**src/rtl/mac_4bit_seq.sv**
```systemverilog
// Sequencer for the 4-bit eFPGA MATHB MAC: streams DOT_LEN operand/coefficient
// beats into the accumulator, then captures the selected result slice.
module mac_4bit_seq #(
  parameter int unsigned LEN_W = 8
) (
  input  logic             MAC_ACC_CLK,
  input  logic             acc_ff_rst,
  input  logic             START,
  input  logic [LEN_W-1:0] DOT_LEN,
  input  logic [5:0]       CFG_OUT_SEL,
  input  logic             CFG_TC,
  input  logic             CFG_SAT,
  input  logic             CFG_RND,
  input  logic             IN_VALID,
  output logic             IN_READY,
  input  logic [3:0]       IN_OPER,
  input  logic [3:0]       IN_COEF,
  output logic [3:0]       MAC_OPER_DATA,
  output logic [3:0]       MAC_COEF_DATA,
  output logic             EFPGA_MATHB_CLK_EN,
  output logic             MAC_ACC_CLEAR,
  output logic             MAC_ACC_RND,
  output logic             MAC_ACC_SAT,
  output logic [5:0]       MAC_OUT_SEL,
  output logic             MAC_TC,
  input  logic [3:0]       MAC_OUT,
  output logic [3:0]       RES_DATA,
  output logic             RES_VALID,
  input  logic             RES_READY,
  output logic             BUSY
);

  typedef enum logic [1:0] {IDLE, ACCUM, DRAIN, HOLD} state_t;

  localparam logic [LEN_W-1:0] ONE = LEN_W'(1);

  state_t           state;
  logic [LEN_W-1:0] beat_cnt;
  logic [LEN_W-1:0] len_q;
  logic [5:0]       out_sel_q;
  logic             tc_q;
  logic             sat_q;
  logic             rnd_q;
  logic [3:0]       res_q;
  logic             res_valid_q;
  logic             accept;
  logic             first_beat;

  assign accept     = IN_VALID && (state == ACCUM);
  assign first_beat = accept && (beat_cnt == '0);

  // Operands go straight through so the MAC accumulates on the accepting edge.
  assign MAC_OPER_DATA      = IN_OPER;
  assign MAC_COEF_DATA      = IN_COEF;
  assign EFPGA_MATHB_CLK_EN = accept;
  assign MAC_ACC_CLEAR      = first_beat && !rnd_q;
  assign MAC_ACC_RND        = first_beat && rnd_q;
  assign IN_READY           = (state == ACCUM);
  assign BUSY               = (state != IDLE);
  assign MAC_OUT_SEL        = out_sel_q;
  assign MAC_TC             = tc_q;
  assign MAC_ACC_SAT        = sat_q;
  assign RES_DATA           = res_q;
  assign RES_VALID          = res_valid_q;

  always_ff @(posedge MAC_ACC_CLK or posedge acc_ff_rst) begin
    if (acc_ff_rst) begin
      state       <= IDLE;
      beat_cnt    <= '0;
      len_q       <= '0;
      out_sel_q   <= '0;
      tc_q        <= 1'b0;
      sat_q       <= 1'b0;
      rnd_q       <= 1'b0;
      res_q       <= '0;
      res_valid_q <= 1'b0;
    end else begin
      case (state)
        IDLE: begin
          if (START && (DOT_LEN != '0)) begin
            len_q     <= DOT_LEN;
            out_sel_q <= CFG_OUT_SEL;
            tc_q      <= CFG_TC;
            sat_q     <= CFG_SAT;
            rnd_q     <= CFG_RND;
            beat_cnt  <= '0;
            state     <= ACCUM;
          end
        end
        ACCUM: begin
          if (accept) begin
            // Stops at len_q, so a full-scale DOT_LEN never wraps the counter.
            beat_cnt <= beat_cnt + ONE;
            if (beat_cnt == (len_q - ONE)) begin
              state <= DRAIN;
            end
          end
        end
        DRAIN: begin
          res_q       <= MAC_OUT;
          res_valid_q <= 1'b1;
          state       <= HOLD;
        end
        HOLD: begin
          if (RES_READY) begin
            res_valid_q <= 1'b0;
            state       <= IDLE;
          end
        end
        default: state <= IDLE;
      endcase
    end
  end

endmodule
```
**config.mk**
```make
export PLATFORM = sky130hd
export DESIGN_NAME = mac_4bit_seq
export DESIGN_NICKNAME = d
export VERILOG_FILES = /design/src/rtl/mac_4bit_seq.sv
export SDC_FILE = /design/constraint.sdc
export NUM_CORES = 1
export LEC_CHECK = 0
export CORE_ASPECT_RATIO = 0.75
export CORE_UTILIZATION = 46
export DETAILED_ROUTE_END_ITERATION = 10
export HOLD_SLACK_MARGIN = 0.12
export MAX_ROUTING_LAYER = met4
export PLACE_DENSITY = 0.87
export SLEW_MARGIN = 0
export SYNTH_ARGS = -nofsm -noshare
export SYNTH_HDL_FRONTEND = slang
export SYNTH_SLANG_ARGS = --single-unit
```
**constraint.sdc**
```tcl
create_clock -name MAC_ACC_CLK -period 3.2 [get_ports MAC_ACC_CLK]
set_input_delay 0.48 -clock MAC_ACC_CLK [delete_from_list [all_inputs] [get_ports MAC_ACC_CLK]]
set_output_delay 0.48 -clock MAC_ACC_CLK [all_outputs]
set_load 0.01 [all_outputs]
```
==> Word level (Yosys, flattened, before mapping) <==
Index checks and enable logic that the tools add are counted.
{ "word_totals": {"latchBits": 0, "mem_count": 0, "output_inout_bits": 26, "regBits": 32, "ram_bits": 0, "romBits": 0, "inputBits": 34} }
{ "classes": {"n_bitwise": 0, "n_lt_le_gt_ge": 0, "reduce_logical": 16, "eq_ne": 8, "add_sub_neg": 2, "n_shift": 0, "n_div": 0, "n_mux": 10, "n_mul": 0} }
{ "ops": {"columns": ["op", "n"], "rows": [
  ["$mux W8", 2],
  ["$pmux W8 S2", 1],
  ["$add A8 B1 Y8 const B", 1],
  ["$eq A8 B8 Y1", 1],
  ["$logic_not A8 Y1", 1],
  ["$mux W2", 4],
  ["$pmux W2 S4", 1],
  ["$reduce_bool A8 Y1", 1],
  ["$sub A8 B1 Y8 const B", 1],
  ["$reduce_bool A2 Y1", 3],
  ["$logic_and A1 B1 Y1", 5],
  ["$eq A2 B2 Y1 const B", 2],
  ["$ne A2 B1 Y1 const B", 2],
  ["$ne A2 B2 Y1 const B", 2],
  ["$reduce_and A2 Y1", 2],
  ["$reduce_and A4 Y1", 1],
  ["$reduce_and A3 Y1", 1],
  ["$eq A2 B1 Y1 const B", 1],
  ["$logic_not A2 Y1", 1],
  ["$pmux W1 S2", 1],
  ["$logic_not A1 Y1", 1],
  ["$mux W1", 1]
]} }

==> Logic depth before layout (Yosys ltp) <==
{ "logic_depth": {"word_depth": 5, "ltp_mapped": 10} }

==> Worst setup path before layout <==
OpenSTA, ideal clock, no wires.
{ "synth_path": {"kind": "register -> register", "from": "reg len_q[1]", "to": "reg state[1]", "path_slack_ns": 0.918, "path_stages_with_launch": 10, "setup_ns": 0.125, "arrival_ns": 2.157, "t_required_ns": 3.075, "period_less_slack_ns": 2.282, "cell_sequence": "dfrtp_1 > clkbuf_1 > inv_1 > ha_1 > buf_4 > nand2b_1 > a311o_1 > a2111oi_4 > o2111ai_2 > mux2_4"} }
{ "synth_between": {"elab_chain_len": 4} }
{ "synth_rtl": {"columns": ["element", "line", "text"], "rows": [
  ["start: declaration", "39", "logic [LEN_W-1:0] len_q;"],
  ["start signal: assignment", "70", "len_q <= '0;"],
  ["start signal: assignment", "81", "len_q <= DOT_LEN;"],
  ["$sub A8 B1 Y8", "94", "if (beat_cnt == (len_q - ONE)) begin"],
  ["$eq A8 B8 Y1", "94", null],
  ["$ne A2 B1 Y1 (no source line)", null, null],
  ["$reduce_and A4 Y1 (no source line)", null, null],
  ["end signal: assignment", "95", "state <= DRAIN;"],
  ["end signal: assignment", "102", "state <= HOLD;"],
  ["end signal: assignment", "107", "state <= IDLE;"],
  ["end: declaration", "37", "state_t state;"]
]} }
Every way passes these cells.
A chain may end at the register's enable or synchronous reset.

==> Final worst setup path <==
{ "layout_path": {"from": "reg state[1]", "to": "out MAC_ACC_RND"} }
{ "layout_between": {"elab_chain_len": 4} }
{ "layout_rtl": {"columns": ["element", "line", "text"], "rows": [
  ["start signal: assignment", "68", "state <= IDLE;"],
  ["start signal: assignment", "87", "state <= ACCUM;"],
  ["start signal: assignment", "95", null],
  ["$eq A2 B1 Y1", "49", "assign accept = IN_VALID && (state == ACCUM);"],
  ["$logic_and A1 B1 Y1", "49", null],
  ["$logic_and A1 B1 Y1", "50", "assign first_beat = accept && (beat_cnt == '0);"],
  ["$logic_and A1 B1 Y1", "57", "assign MAC_ACC_RND = first_beat && rnd_q;"],
  ["end: declaration", "22", "output logic MAC_ACC_RND,"]
]} }
Every way passes these cells.

==> summary.md <==
| Metric | Value |
|---|---|
| Clock net sink count | 32 |
| Cell with the most instances after synthesis | dfrtp_1 |
| Worst setup path class | flop to output pin |
| Cell area after technology mapping | 1850 µm² |
| Met1 GRT Util | 0.254 |
| GR peak layer | met2 |
| Total global routing overflow | 0 |
| Comb pwr share | 0.468 |
| Switching share of power | 0.368 |
| Power Total | 2.12 mW |
| Via count of the first global-routing pass | 1343 |
| Remaining design rule violation count | 0 |
| # Max-Cap Violations | 0 |
| Largest net degree at the start of global routing | 33 |
| Count of port buffers added during placement | 43 |
| Startpoint kind of the worst setup timing path | flop |
| Clock input transition at the sequential cells of the worst setup and hold paths | 0.07 ns |
| Starting density of the core | 0.493 |
| Required time worst endpoint | 2.72 ns |
| CTS Buf Count | 5 |
| Outcome | completed |
| Antenna-violating nets left | 0 |
| Maximum fanout count along the critical path | 7 |
| Min cycle time layout | 2.68 ns |
| Worst-skew pair later-pin latency | 0.28 ns |
| CTS tree | done |
| Final wirelength | 3780 µm |
| Gate count of the mapped netlist | 171 |
| Standard cell core area | 3760 µm² |
| Slew at the pin closest to its max-slew limit | 0.585 ns |
| Row count | 19 |
| Share of the clock period used by the worst path | 0.836 |
| Drt wl/cell | 14.5 µm |
| Final Slew Violations | 0 |
| Post-route insts no fill | 261 |
| Cell-internal power | 1.34 mW |
| Width of the die | 75.2 µm |
| Sw power | 0.780 mW |
| Maximum level of the CTS H-tree | 2 |
| Count of hold-fix buffers inserted at cts | 0 |
| P per Cell Area | 896 nW/µm² |
| Number of placed instances, taps included | 253 |
| Worst-case headroom to the max-slew limit | 0.610 |
| Number of setup violations in the final report | 0 |
| Area growth from synthesis to final layout | 27.9% |
| Fraction of final layout cells with drive strength greater than 1 | 0.0909 |
| Die Outline Area | 4280 µm² |
| Most area-consuming cells after synthesis | dfrtp_1 43%, mux2_1 10%, ha_1 5.4% |
| Die Span Y | 56.9 µm |
| Netlist cell types | 38 |
| Leakage Power | 1.00 nW |
| Diode count | 0 |
| Yosys top cell by area | dfrtp_1 |
| Routability Congestion | 0.818 |
| Share of flip-flops with an asynchronous set or reset after synthesis | 1.00 |
| Worst min-delay path category | flop to flop |
| Wire length of the first global-routing pass | 6000 µm |
| Layout filler cell count | 334 |
| Final sum of negative setup slack | 0 ns |
| Most used DFF post-synth | dfrtp_1 |
| Part of the Yosys area used for sequential elements | 0.433 |
| Top-level I/O count | 60 |
| Violation count after the first detailed-route iteration | 104 |
| Avg Synthesized Cell Area | 10.8 µm² |
| Post CTS Setup Buffer Count | 0 |
| Number of gates resized after cts | 0 |
| Proportion of power drawn by the clock network | 0.177 |
| Final HPWL from detailed placement | 2830 µm |
| Post-synthesis net count | 213 |
| Max IR drop VDD | 0.648 mV |
| List of most frequent post-synthesis cells | 32 x dfrtp_1, 17 x mux2_1, 13 x nor2_1 |
| Number of synthesized flops with an enable pin | 0 |
| Number of warning messages in the yosys log | 0 |
| Area fraction of the dominant cell type after synthesis | 0.433 |
| Highest Clock Rate | 374 MHz |
| Routing usage on met2 | 0.281 |
| #FFs+latches synth | 32 |
| Root Buffer | clkbuf_8 |
| First-pass detailed-route iteration total | 4 |
| Via count | 1382 |
| Maximum buffer depth of the clock tree | 2 |
| Fraction of power consumed by sequential logic | 0.355 |
| Fin Clk Skew | 0.00572 ns |
| Final net count | 250 |
| Critical path arrival | 2.20 ns |
| Total global-route track usage | 0.195 |
| Via count normalized by instance count | 5.30 |
| Met3 routing resource usage after global routing | 0.0654 |
| Number of antenna violations at the first check in global routing | 0 |
| RSZ-0062 raised after global routing | false |
| Critical Path End Type | output pin |
| Final Hold Fails | 0 |
==> metrics by stage <==
| stage | hold slack [ns] | worst slack [ns] | utilization | cell area (µm²) |
|---|---|---|---|---|
| after global placement | 0.474 | 0.706 | 0.602 | 2260 |
| after floorplan | 0.485 | 0.918 | - | 1850 |
| after CTS | 0.497 | 0.526 | 0.630 | 2370 |
| after global routing | 0.517 | 0.403 | 0.630 | 2370 |
| after detailed placement | 0.484 | 0.589 | 0.602 | 2260 |
| final | 0.497 | 0.523 | 0.630 | 2370 |
==> cell families after synthesis <==
logic type / after synthesis / share of synthesized area
AND/OR/NAND/NOR: 49 / 0.150
flip-flops: 32 / 0.433
multiplexers: 23 / 0.141
buffers and inverters: 27 / 0.0791
adder cells (fa/ha/maj): 8 / 0.0541
XOR/XNOR: 15 / 0.0710
AO/OA/AOI/OAI: 17 / 0.0717
==> critical path: stages, from the launching register on <==
cell and delay, ns:
dfrtp_1 0.42, inv_1 0.13, ha_1 0.32, and2_1 0.24
nand3_1 0.12, nor2_1 0.12, clkdlybuf4s50_1 0.56
==> power by group through the flow <==
stage	Clock [mW]	Sequential, mW	Combinational [mW]
3_5_place_dp	0	0.759	0.992
5_1_grt	0.396	0.780	1.08
6_report	0.375	0.754	0.993
4_1_cts	0.382	0.753	1.00
2_1_floorplan	0	0.730	0.656
3_3_place_gp	0	0.750	0.954
==> final cells by class <==
cell class,count,area [µm²],area share
clock inverter,2,35.0,0.0148
tap,52,65.1,0.0275
timing repair buffer,45,445,0.188
sequential,32,801,0.338
clock buffer,6,72.6,0.0307
inverter,12,45.0,0.0190
multi-input combinational,112,903,0.382
==> layer usage <==
layer	part of all wire	routed length [µm]
met1	0.46	1750
met2	0.44	1660
met3	0.080	302
met4	0.017	65
met5	0	0
==> cell usage in the layout, fill, tap and decap left out, types with 5 or more instances in the layout <==
cell type and instances:
dfrtp_1 32, nor2_1 13, a21oi_1 6, clkbuf_8 5, inv_1 12, nor3_1 5, mux2_1 17, nand4_1 5
ha_1 8, clkdlybuf4s50_1 43, xor2_1 11
==> sequential cells by signal, indices dropped and copies added (netlist names) <==
register     cells
RES_DATA         4
state            2
RES_VALID        1
len_q            8
beat_cnt         8
MAC_ACC_SAT      1
rnd_q            1
MAC_OUT_SEL      6
MAC_TC           1
==> final timing paths <==
check,start,endpoint,slack (ns),cells past startpoint
hold / removal,MAC_OUT_SEL[2]$_DFFE_PP0P_,MAC_OUT_SEL[2]$_DFFE_PP0P_,0.50,1
setup / recovery,state[1]$_DFFE_PP0P_,MAC_ACC_RND,0.52,6
min in group asynchronous,acc_ff_rst,MAC_ACC_SAT$_DFFE_PP0P_,0.58,3
setup reg to reg,len_q[0]$_DFFE_PP0P_,state[1]$_DFFE_PP0P_,0.65,8
max in group asynchronous,acc_ff_rst,beat_cnt[6]$_DFFE_PP0P_,2.32,3
hold reg to reg,MAC_OUT_SEL[2]$_DFFE_PP0P_,MAC_OUT_SEL[2]$_DFFE_PP0P_,0.50,1
Note: power is estimated with default switching activity, not from simulation.
